### src/rtl/ghr_checkpoint_unit.sv
// ghr_checkpoint_unit
// Speculative global-history manager. Predicted conditional-branch outcomes
// are shifted into a speculative history. The pre-branch history of every
// in-flight branch is checkpointed in a circular buffer so that a mispredict
// can restore it. In-order resolutions advance the committed history.

module ghr_checkpoint_unit #(
    parameter  int GHR_LEN = 10,
    parameter  int NR_CKPT = 8,
    localparam int ID_W    = $clog2(NR_CKPT)
) (
    input  logic               clk_i,
    input  logic               rst_i,
    input  logic               flush_i,
    input  logic               predict_valid_i,
    input  logic               predict_taken_i,
    output logic               predict_ready_o,
    output logic [ID_W-1:0]    predict_id_o,
    output logic [GHR_LEN-1:0] ghr_o,
    output logic [GHR_LEN-1:0] committed_ghr_o,
    input  logic               resolve_valid_i,
    input  logic [ID_W-1:0]    resolve_id_i,
    input  logic               resolve_taken_i,
    input  logic               resolve_mispredict_i,
    output logic [ID_W:0]      count_o,
    output logic               id_error_o
);

    localparam logic [ID_W:0] FullCount = (ID_W+1)'(NR_CKPT);

    logic [GHR_LEN-1:0] ckptMem [NR_CKPT];

    logic [GHR_LEN-1:0] specGhr_q,   specGhr_d;
    logic [GHR_LEN-1:0] commitGhr_q, commitGhr_d;
    logic [ID_W-1:0]    head_q,      head_d;
    logic [ID_W-1:0]    tail_q,      tail_d;
    logic [ID_W:0]      count_q,     count_d;
    logic               idError_q,   idError_d;

    logic bufferFull;
    logic resolveOk;
    logic mispredict;
    logic predictAccept;

    // Classify this cycle's requests and compute every next-state value by priority: flush, mispredict, then normal flow
    always_comb begin
        bufferFull    = (count_q == FullCount);
        resolveOk     = resolve_valid_i && (count_q != '0) && (resolve_id_i == head_q);
        mispredict    = resolveOk && resolve_mispredict_i;
        predictAccept = predict_valid_i && !bufferFull && !flush_i && !mispredict;

        specGhr_d   = specGhr_q;
        commitGhr_d = commitGhr_q;
        head_d      = head_q;
        tail_d      = tail_q;
        count_d     = count_q;
        idError_d   = resolve_valid_i && !resolveOk;

        if (resolveOk) begin
            commitGhr_d = {commitGhr_q[GHR_LEN-2:0], resolve_taken_i};
        end

        if (flush_i) begin
            specGhr_d = commitGhr_d;
            head_d    = '0;
            tail_d    = '0;
            count_d   = '0;
        end else if (mispredict) begin
            specGhr_d = {ckptMem[head_q][GHR_LEN-2:0], resolve_taken_i};
            head_d    = '0;
            tail_d    = '0;
            count_d   = '0;
        end else begin
            if (predictAccept) begin
                specGhr_d = {specGhr_q[GHR_LEN-2:0], predict_taken_i};
                tail_d    = tail_q + ID_W'(1);
            end
            if (resolveOk) begin
                head_d = head_q + ID_W'(1);
            end
            count_d = count_q + (ID_W+1)'(predictAccept) - (ID_W+1)'(resolveOk);
        end
    end

    // Architectural and speculative state; everything clears on reset so no tag survives
    always_ff @(posedge clk_i or posedge rst_i) begin
        if (rst_i) begin
            specGhr_q   <= '0;
            commitGhr_q <= '0;
            head_q      <= '0;
            tail_q      <= '0;
            count_q     <= '0;
            idError_q   <= 1'b0;
        end else begin
            specGhr_q   <= specGhr_d;
            commitGhr_q <= commitGhr_d;
            head_q      <= head_d;
            tail_q      <= tail_d;
            count_q     <= count_d;
            idError_q   <= idError_d;
        end
    end

    // Checkpoint storage holds the pre-branch history; contents are only read for live entries, so no reset
    always_ff @(posedge clk_i) begin
        if (predictAccept) begin
            ckptMem[tail_q] <= specGhr_q;
        end
    end

    assign predict_ready_o = !bufferFull;
    assign predict_id_o    = tail_q;
    assign ghr_o           = specGhr_q;
    assign committed_ghr_o = commitGhr_q;
    assign count_o         = count_q;
    assign id_error_o      = idError_q;

endmodule
### config.mk
export PLATFORM = sky130hd
export DESIGN_NAME = ghr_checkpoint_unit
export DESIGN_NICKNAME = d
export VERILOG_FILES = /design/src/rtl/ghr_checkpoint_unit.sv
export SDC_FILE = /design/constraint.sdc
export NUM_CORES = 1
export LEC_CHECK = 0
export ABC_AREA = 0
export ABC_CLOCK_PERIOD_IN_PS = 2800
export BUFFER_PORTS_ARGS = -buffer_cell sky130_fd_sc_hd__buf_2
export CAP_MARGIN = 0
export CORE_MARGIN = 8
export CORE_UTILIZATION = 38
export DETAILED_ROUTE_END_ITERATION = 6
export SYNTH_ARGS = -nofsm -noshare
export SYNTH_HDL_FRONTEND = slang
export SYNTH_SLANG_ARGS = --single-unit
### constraint.sdc
create_clock -name clk_i -period 2.8 [get_ports clk_i]
set_input_delay 0.56 -clock clk_i [delete_from_list [all_inputs] [get_ports clk_i]]
set_output_delay 0.56 -clock clk_i [all_outputs]
set_load 0.01 [all_outputs]
==> run summary, run 1 <==
The flow ran to the end, and the final reports show no timing, DRC or antenna violations. The count of unique library cells instantiated by Yosys came out at 41. The worst reg-to-reg setup slack is 0.31 ns. The core area came out at 11,400 um2.

The kind of path behind the tightest hold check is in -> async. The residual overflow from global routing came out at 0. Buffers inserted to repair hold after CTS numbered 0.

The clock latency on the worst-skew pair came out at 0.34 ns. The fmax is 401 MHz. STA classifies the critical path endpoint as a register. The sequential cell area fraction in the yosys report came out at 0.665.

Walking the worst path, the cells encountered are inv_1 > ha_1 > a221oi_2 > a31oi_1 > nand2_2 > ha_1 > inv_1 > ha_1 > fa_1 > xnor2_1 > nor2_1. The maximum buffer depth of the clock tree is 2. Across the run, the number of max-cap violations was 0.

STA classifies the critical path startpoint as a register. After floorplanning, the core was divided into 39 placement rows. After synthesis, the mean cell area works out to 15.7 um2. The top-level port count is 40. The share of synthesized registers carrying an async set or reset is 0.301. Across the VDD grid, the largest voltage drop is 0.290 mV. The synthesized netlist cell count is 281. The critical path buffer and inverter count is 2. The startpoint identified for the worst register-to-register timing path is count_o[2]$_DFF_PP0_. When the netlist entered floorplanning its net count stood at 301. At the end of routability-driven placement, the weighted congestion stood at 0.783. The number of vias in the routed layout came out at 2,557. The die span in x came out at 124 um. In this run the number of H-tree levels came out at 3.

The data arrival time of the critical path came out at 2.71 ns. The final number of max-transition violations came to 0. The final net count came out at 357. The transition time at the pin with the least slew margin came out at 0.713 ns. The number of post-CTS setup repair buffers is 0. The final worst-path cycle share came out at 0.891. The effective utilization at floorplan is 0.389. Setup repair after global routing left no endpoint under its margin. For this design, the sink count on the clock tree is 103. The number of global-route vias before repair is 2,629.

The capturing point of the worst reg2reg path is count_o[2]$_DFF_PP0_. Along the worst path, the maximum fanout reaches 5. Of the cells placed in the final design, the portion with a size suffix greater than 1 is 0.289. The worst pin sits at a relative slew slack of 0.524.

The total routed wirelength came out at 9.36 mm. The delay of the slowest cell on the worst path is 0.39 ns. The cell type with the highest occurrence count on the critical path is sky130_fd_sc_hd__ha_1.

In the final timing run, aggregate negative setup slack is 0 ns. TritonCTS built the clock tree. The post-route antenna net violation count is 0. The half-perimeter wire length after placement is 6.36 mm. The number of cell instances on the worst register-to-register path came out at 11. The share of the core filled with cells in the final layout is 0.453.

The cell area after synthesis came out at 4420 um2. The count of input and output buffers came out at 39. The number of clock buffers added by TritonCTS is 9. The clock input transition at the sequential cells of the worst setup and hold paths came out at 0.07 ns. Setup violations remaining at the end of the flow were counted as 0. The number of design-rule violations left by the first detailed-router iteration is 178. In the synthesized netlist the dominant register cell turns out to be sky130_fd_sc_hd__edfxtp_1. The die covers 15,300 um2. The global-route total usage across every layer came out at 0.132.

The area growth from synthesis to layout is 16.5%. For this run, design rule violations remaining after detail routing come to 0. The final setup skew is 0.0110 ns. The analysis attributes to cell leakage a power of 2.00 nW.

The wire length per cell after detailed routing is 19.3 um. The final hold violation count came to 0. In this run the clock root is driven by a sky130_fd_sc_hd__clkbuf_16.

The largest net degree at the start of global routing came out at 21. The number of diodes came out at 0. Grouping stages by cell kind, the critical path spends the most delay in adder cells. The first global-routing pass estimated 15.1 mm of wire. The worst setup path is of the reg -> reg kind. The pre-antenna-repair detailed-routing pass consisted of 4 iterations.

The count of flip-flops with a built-in enable after synthesis came out at 72. The worst path needs 2.49 ns of the cycle, external delays included. The number of antenna violations at the first check in global routing is 0.

The required time reported for the critical path endpoint is 3.02 ns. The count of instances resized after the clock tree is built came out at 0. The total of flip-flops plus latches after synthesis is 103.

The height of the chip came out at 124 um. The yosys synthesis warning count is 0. The slowest cell on the critical path is sky130_fd_sc_hd__fa_1.

The power density over the cells came out at 715 nW/um2. In the routed layout, each cell is associated on average with a via count of 5.27.
-- placed cells by master (no fill, tap or decap), types with 2 or more instances in the layout --
cell type	Yosys	routed
sky130_fd_sc_hd__xor2_1	2	2
sky130_fd_sc_hd__nand2_1	21	21
sky130_fd_sc_hd__nand2b_1	4	4
sky130_fd_sc_hd__nor3_1	5	5
sky130_fd_sc_hd__clkinv_4	0	2
sky130_fd_sc_hd__ha_1	8	8
sky130_fd_sc_hd__buf_2	4	39
sky130_fd_sc_hd__nand3_1	17	17
sky130_fd_sc_hd__mux2_2	2	2
sky130_fd_sc_hd__a22oi_1	7	7
sky130_fd_sc_hd__mux4_2	18	18
sky130_fd_sc_hd__a21oi_1	4	4
sky130_fd_sc_hd__clkbuf_16	0	9
sky130_fd_sc_hd__mux2_1	2	2
sky130_fd_sc_hd__edfxtp_1	72	72
sky130_fd_sc_hd__and2_1	4	4
sky130_fd_sc_hd__nor2_1	13	13
sky130_fd_sc_hd__o21ai_0	8	8
sky130_fd_sc_hd__dfrtp_1	31	31
sky130_fd_sc_hd__clkinvlp_4	0	2
sky130_fd_sc_hd__buf_4	2	19
sky130_fd_sc_hd__mux2i_1	14	14
sky130_fd_sc_hd__xnor2_1	5	5
sky130_fd_sc_hd__a22o_1	7	7
sky130_fd_sc_hd__inv_1	7	7
sky130_fd_sc_hd__and3_1	2	2
-- logic make-up (layout without fill, tap and decap cells) --
kind of cell / after synthesis / after routing / synth area share
xor gates and xnor gates: 7 / 7 / 0.0139
adders and majority gates: 9 / 9 / 0.0272
muxes: 36 / 36 / 0.134
DFF: 103 / 103 / 0.665
and+or+nand+nor: 73 / 73 / 0.0841
buffers and inverters: 21 / 82 / 0.0241
AOI/OAI and AO/OA: 32 / 32 / 0.0521
-- how the worst max path moves through the flow --
stage / start / endpoint / cells past startpoint
6_report: count_o[2]$_DFF_PP0_ / count_o[2]$_DFF_PP0_ / 11
5_1_grt: count_o[2]$_DFF_PP0_ / count_o[2]$_DFF_PP0_ / 11
4_1_cts: count_o[2]$_DFF_PP0_ / count_o[2]$_DFF_PP0_ / 11
3_5_place_dp: resolve_id_i[1] / count_o[2]$_DFF_PP0_ / 11
3_3_place_gp: resolve_id_i[1] / count_o[2]$_DFF_PP0_ / 11
2_1_floorplan: resolve_id_i[1] / ckptMem[0][0]$_DFFE_PP_ / 7
-- cells in the mapped netlist, types with 2 or more instances --
master	count	area share
sky130_fd_sc_hd__xnor2_1	5	0.0099
sky130_fd_sc_hd__a21oi_1	4	0.0045
sky130_fd_sc_hd__nor3_1	5	0.0057
sky130_fd_sc_hd__nand2_1	21	0.018
sky130_fd_sc_hd__dfrtp_1	31	0.18
sky130_fd_sc_hd__mux2_1	2	0.0051
sky130_fd_sc_hd__xor2_1	2	0.0040
sky130_fd_sc_hd__inv_1	7	0.0059
sky130_fd_sc_hd__a22o_1	7	0.014
sky130_fd_sc_hd__buf_4	2	0.0034
sky130_fd_sc_hd__mux2_2	2	0.0051
sky130_fd_sc_hd__mux4_2	18	0.092
sky130_fd_sc_hd__buf_6	2	0.0051
sky130_fd_sc_hd__ha_1	8	0.023
sky130_fd_sc_hd__mux2i_1	14	0.032
sky130_fd_sc_hd__and3_1	2	0.0028
sky130_fd_sc_hd__and2_1	4	0.0057
sky130_fd_sc_hd__buf_2	4	0.0045
sky130_fd_sc_hd__nand2b_1	4	0.0057
sky130_fd_sc_hd__nor2_1	13	0.011
sky130_fd_sc_hd__o21ai_0	8	0.0091
sky130_fd_sc_hd__nand3_1	17	0.019
sky130_fd_sc_hd__a22oi_1	7	0.012
sky130_fd_sc_hd__edfxtp_1	72	0.49
sky130_fd_sc_hd__clkbuf_1	4	0.0034
-- final cells by class --
type,instances,area [um2]
Clock buffer,10,229
Clock inverter,6,52.6
Fill cell,1036,6220
Inverter,8,30.0
Multi-Input combinational cell,157,1380
Sequential cell,103,2940
Tap cell,143,179
Timing Repair Buffer,58,338
-- state kept, by name, indices dropped and copies added (netlist names) --
signal and cells:
count_o 4, head_q 3, predict_id_o 3, committed_ghr_o 10
id_error_o 1, ghr_o 10, ckptMem 72
-- report_power, final --
group / internal, W / switching [W] / total, W
clock: 0.000616 / 0.000567 / 0.00118
combinational: 0.000247 / 0.000307 / 0.000553
sequential: 0.00180 / 0.000141 / 0.00194
-- per-stage QoR --
| step | area [um2] | std cells | worst slack [ns] | total power (W) | hold slack (ns) |
|---|---|---|---|---|---|
| finish | 5150 | 485 | 0.305 | 0.00368 | 0.328 |
| global route | 5150 | 485 | 0.164 | 0.00385 | 0.375 |
| CTS | 5150 | 485 | 0.313 | 0.00373 | 0.354 |
| detailed placement | 4860 | 469 | 0.134 | 0.00255 | 0.511 |
| global placement | 4860 | 469 | 0.155 | 0.00253 | 0.505 |
| floorplan | 4420 | 281 | 0.00910 | 0.00230 | 0.544 |
-- routing by layer --
| metal | vias to the layer above | share of wire | global-route usage |
|---|---|---|---|
| met2 | 48 | 0.51 | 0.219 |
| met4 | 0 | 0.011 | 0.0482 |
| met5 | - | 0 | 0 |
| met1 | 1318 | 0.44 | 0.168 |
| met3 | 8 | 0.039 | 0.0272 |
| li1 | 1183 | - | - |
Power figures use the tool's default switching activity.
==> run 2: changes to the inputs <==
- BUFFER_PORTS_ARGS: -buffer_cell sky130_fd_sc_hd__buf_2 -> -buffer_cell sky130_fd_sc_hd__clkbuf_2
- CELL_PAD_IN_SITES_DETAIL_PLACEMENT: unset -> 0
- CELL_PAD_IN_SITES_GLOBAL_PLACEMENT: unset -> 1
- PLACE_DENSITY_LB_ADDON: unset -> 0.1
==> run 2 against run 1 <==
Design area is 0.44% higher. Register-to-register slack better by 0.04 ns. Cell count is 0.21% higher. Total power is 2.3% higher. Worst hold slack worse by 0.055 ns. Clock power is 7% higher. Wire length is 6.9% higher. Critical endpoint is now count_o[3]$_DFF_PP0_. Largest cell class unchanged.
==> run summary, run 2 (synthesis gave the netlist of run 1 again) <==
The flow ran to the end, and the final reports show no timing, DRC or antenna violations. The fmax is 407 MHz (+1.6%). The delay of the slowest cell on the worst path came out at 0.35 ns (-0.04 ns). The data arrival time of the critical path is 2.67 ns (-0.04 ns).

The number of violations of the max-capacitance limit was 0 (unchanged). The largest net degree at the start of global routing is 21 (unchanged). The met2 demand-to-capacity share in global routing is 0.228 (+0.00908). The total number of H-tree levels is 3 (unchanged). The remaining design rule violation count is 0 (unchanged). The flip-flop count of the largest register after layout came out at 72 (unchanged). The area growth from synthesis to layout is 17.0%. The worst setup path is launched from a register.

Setup repair after global routing left no endpoint under its margin. The cts-stage hold buffer count is 0 (unchanged). The register with the most flip-flops is ckptMem. The worst ir drop on vdd came out at 0.551 mV (+90%). The residual overflow from global routing is 0 (unchanged). The transition time at the pin with the least slew margin came to 0.644 ns (-0.0685 ns).

The full die area came out at 15,300 um2 (unchanged). The number of vias in the routed layout came to 2,527 (-1.2%). The required time reported for the critical path endpoint came out at 3.02 ns (about the same).

The number of global-route vias before repair was 2,720 (+3.5%). The final worst-path setup slack came to 0.345 ns (+0.0399 ns). The worst slew margin relative to its limit came out at 0.570 (+0.0457).

The number of post-CTS setup repair buffers was 0 (unchanged). Among cell families on the critical path, the largest total delay comes from adder cells. The final sum of negative setup slack is 0 ns (unchanged). In this run the most used layer during global routing was met2.

The count of input and output buffers is 39 (unchanged). The final hold violation count came out at 0 (unchanged). The number of antenna violations at the first check in global routing came to 0 (unchanged). The final net count is 358 (+0.28%). The post-layout minimum cycle time is 2.45 ns (-0.0399 ns).

The met3 layer usage reported by global route came out at 0.0444 (+0.0172). The detailed-routing iteration count for the pre-antenna-repair pass was 4 (unchanged). The maximum buffer depth of the clock tree is 2 (unchanged). The sum of internal, switching and leakage power came out at 0.00376 W (+2.3%). The top-level port count came out at 40 (unchanged). The met1 track demand over resource in global routing came to 0.190 (+0.0214).

The leakage power came out at 2.00 nW (about the same). The post-detailed-route via-to-cell ratio is 5.20 (-1.4%). The most numerous cell type found on the critical path is sky130_fd_sc_hd__ha_1. The leading cell type in the layout, fill and taps excluded is sky130_fd_sc_hd__edfxtp_1. The number of clock sinks seen by CTS came out at 103 (unchanged). The global-route total usage across every layer is 0.145 (+0.0129).

In the layout the commonest cells are sky130_fd_sc_hd__edfxtp_1 (72), sky130_fd_sc_hd__clkbuf_2 (39), sky130_fd_sc_hd__dfrtp_1 (31). The number of placement rows is 39 (unchanged). TritonCTS built the clock tree.

The first-pass GRT wire length came to 16.2 mm (+7.2%). The half-perimeter wire length after placement came to 6.57 mm (+3.4%). In this run the worst hold path is classified as in -> async. The number of fillers in the final layout was 1,021 (-1.4%).

STA classifies the critical path endpoint as a register. The worst slack after detailed placement came out at 0.196 ns (+0.0625 ns). The effective utilization at floorplan is 0.389 (unchanged). The height of the chip is 124 um (unchanged). The total routed wirelength is 10.0 mm (+6.9%). The power density over the cells came out at 728 nW/um2 (+1.9%). The post-route antenna net violation count came to 0 (unchanged). The clock latency on the worst-skew pair was 0.35 ns (about the same). The number of diodes is 0 (unchanged). The critical path buffer and inverter count came out at 4 (+2). The type of the setup path with the least slack is reg -> reg. The CTS buffer count is 9 (unchanged). The final number of max-transition violations came out at 0 (unchanged). The count of instances resized after the clock tree is built came out at 0 (unchanged). The total setup violations reported at the end of the flow is 0 (unchanged). The die span in x is 124 um (unchanged). In this run the clock root is driven by a sky130_fd_sc_hd__clkbuf_16. The critical path goes through inv_1 > ha_1 > a221oi_2 > buf_4 > nand2_1 > inv_2 > ha_1 > inv_1 > ha_1 > a21o_1 > a21oi_1 > xnor2_1 > nor2_1.

The wire length per cell after detailed routing was 20.6 um (+6.7%). The share of post-route cells with drive strength above 1 is 0.292 (+0.00207). The share of the core filled with cells in the final layout is 0.455 (+0.00198). The slowest cell on the critical path is sky130_fd_sc_hd__dfrtp_1. The top fanout value on the critical path came to 10 (+5).

The last weighted congestion value of the routability-driven placer came out at 0.725 (-7.3%). The clock input transition at the sequential cells of the worst setup and hold paths is 0.07 ns (about the same). The final worst-path cycle share is 0.877 (-0.0142).

The final setup skew is 0.0100 ns (-0.000975 ns). The core area is 11,400 um2 (unchanged). The number of design-rule violations left by the first detailed-router iteration is 206 (+16%).
run 2: cell count changes in the layout (fill, tap and decap cells not counted):
cell                        before  now
sky130_fd_sc_hd__buf_2          39    0
sky130_fd_sc_hd__clkbuf_2        0   39
sky130_fd_sc_hd__buf_4          19   20
sky130_fd_sc_hd__bufinv_16       0    1
sky130_fd_sc_hd__clkbuf_1        1    0
sky130_fd_sc_hd__clkinv_1        0    1
sky130_fd_sc_hd__clkinv_2        0    1
sky130_fd_sc_hd__clkinv_4        2    1
sky130_fd_sc_hd__inv_8           1    0
run 2: cell type report:
type / instances / area, um2 / area share
clock buffer: 9 / 225 / 0.0436
clock inverter: 7 / 71.3 / 0.0138
inverter: 8 / 30.0 / 0.00581
multi-input combinational: 157 / 1380 / 0.267
sequential: 103 / 2940 / 0.568
tap: 143 / 179 / 0.0346
timing repair buffer: 59 / 345 / 0.0668
run 2: routing by layer:
| metal | part of all wire | vias up | routed length, um |
|---|---|---|---|
| li1 | - | 1182 | - |
| met1 | 0.47 | 1304 | 4680 |
| met2 | 0.50 | 37 | 4970 |
| met3 | 0.029 | 4 | 291 |
| met4 | 0.0059 | 0 | 59 |
| met5 | 0 | - | 0 |
run 2: stage by stage:
stage | hold slack [ns] | std cells | cell area [um2]
floorplan | 0.544 | 281 | 4420
global placement | 0.492 | 470 | 4870
detailed placement | 0.504 | 470 | 4870
CTS | 0.283 | 486 | 5170
global route | 0.287 | 486 | 5170
finish | 0.273 | 486 | 5170
run 2: worst register-to-register path, cell delays in order (launching register included):
cell and delay (ns):
sky130_fd_sc_hd__dfrtp_1 0.35, sky130_fd_sc_hd__inv_1 0.08, sky130_fd_sc_hd__ha_1 0.25, sky130_fd_sc_hd__a221oi_2 0.28
sky130_fd_sc_hd__buf_4 0.22, sky130_fd_sc_hd__nand2_1 0.09, sky130_fd_sc_hd__inv_2 0.07, sky130_fd_sc_hd__ha_1 0.14
sky130_fd_sc_hd__inv_1 0.07, sky130_fd_sc_hd__ha_1 0.27, sky130_fd_sc_hd__a21o_1 0.15, sky130_fd_sc_hd__a21oi_1 0.17
sky130_fd_sc_hd__xnor2_1 0.13, sky130_fd_sc_hd__nor2_1 0.05
run 2: worst paths after layout:
| check | from | endpoint | slack, ns | cells past startpoint |
|---|---|---|---|---|
| max reg2reg | count_o[2]$_DFF_PP0_ | count_o[3]$_DFF_PP0_ | 0.35 | 13 |
| min in group clk_i | resolve_taken_i | committed_ghr_o[0]$_DFF_PP0_ | 0.43 | 3 |
| max in group asynchronous | rst_i | committed_ghr_o[1]$_DFF_PP0_ | 1.84 | 3 |
| min | rst_i | count_o[3]$_DFF_PP0_ | 0.27 | 2 |
| min reg2reg | ghr_o[9]$_DFFE_PP0P_ | ghr_o[9]$_DFFE_PP0P_ | 0.51 | 1 |
| max | count_o[2]$_DFF_PP0_ | count_o[3]$_DFF_PP0_ | 0.35 | 13 |
run 2: power by group:
group	internal (W)	switching, W	total [W]
Combinational	0.000248	0.000312	0.000560
Clock	0.000693	0.000562	0.00126
Sequential	0.00180	0.000147	0.00195
Total	0.00274	0.00102	0.00376
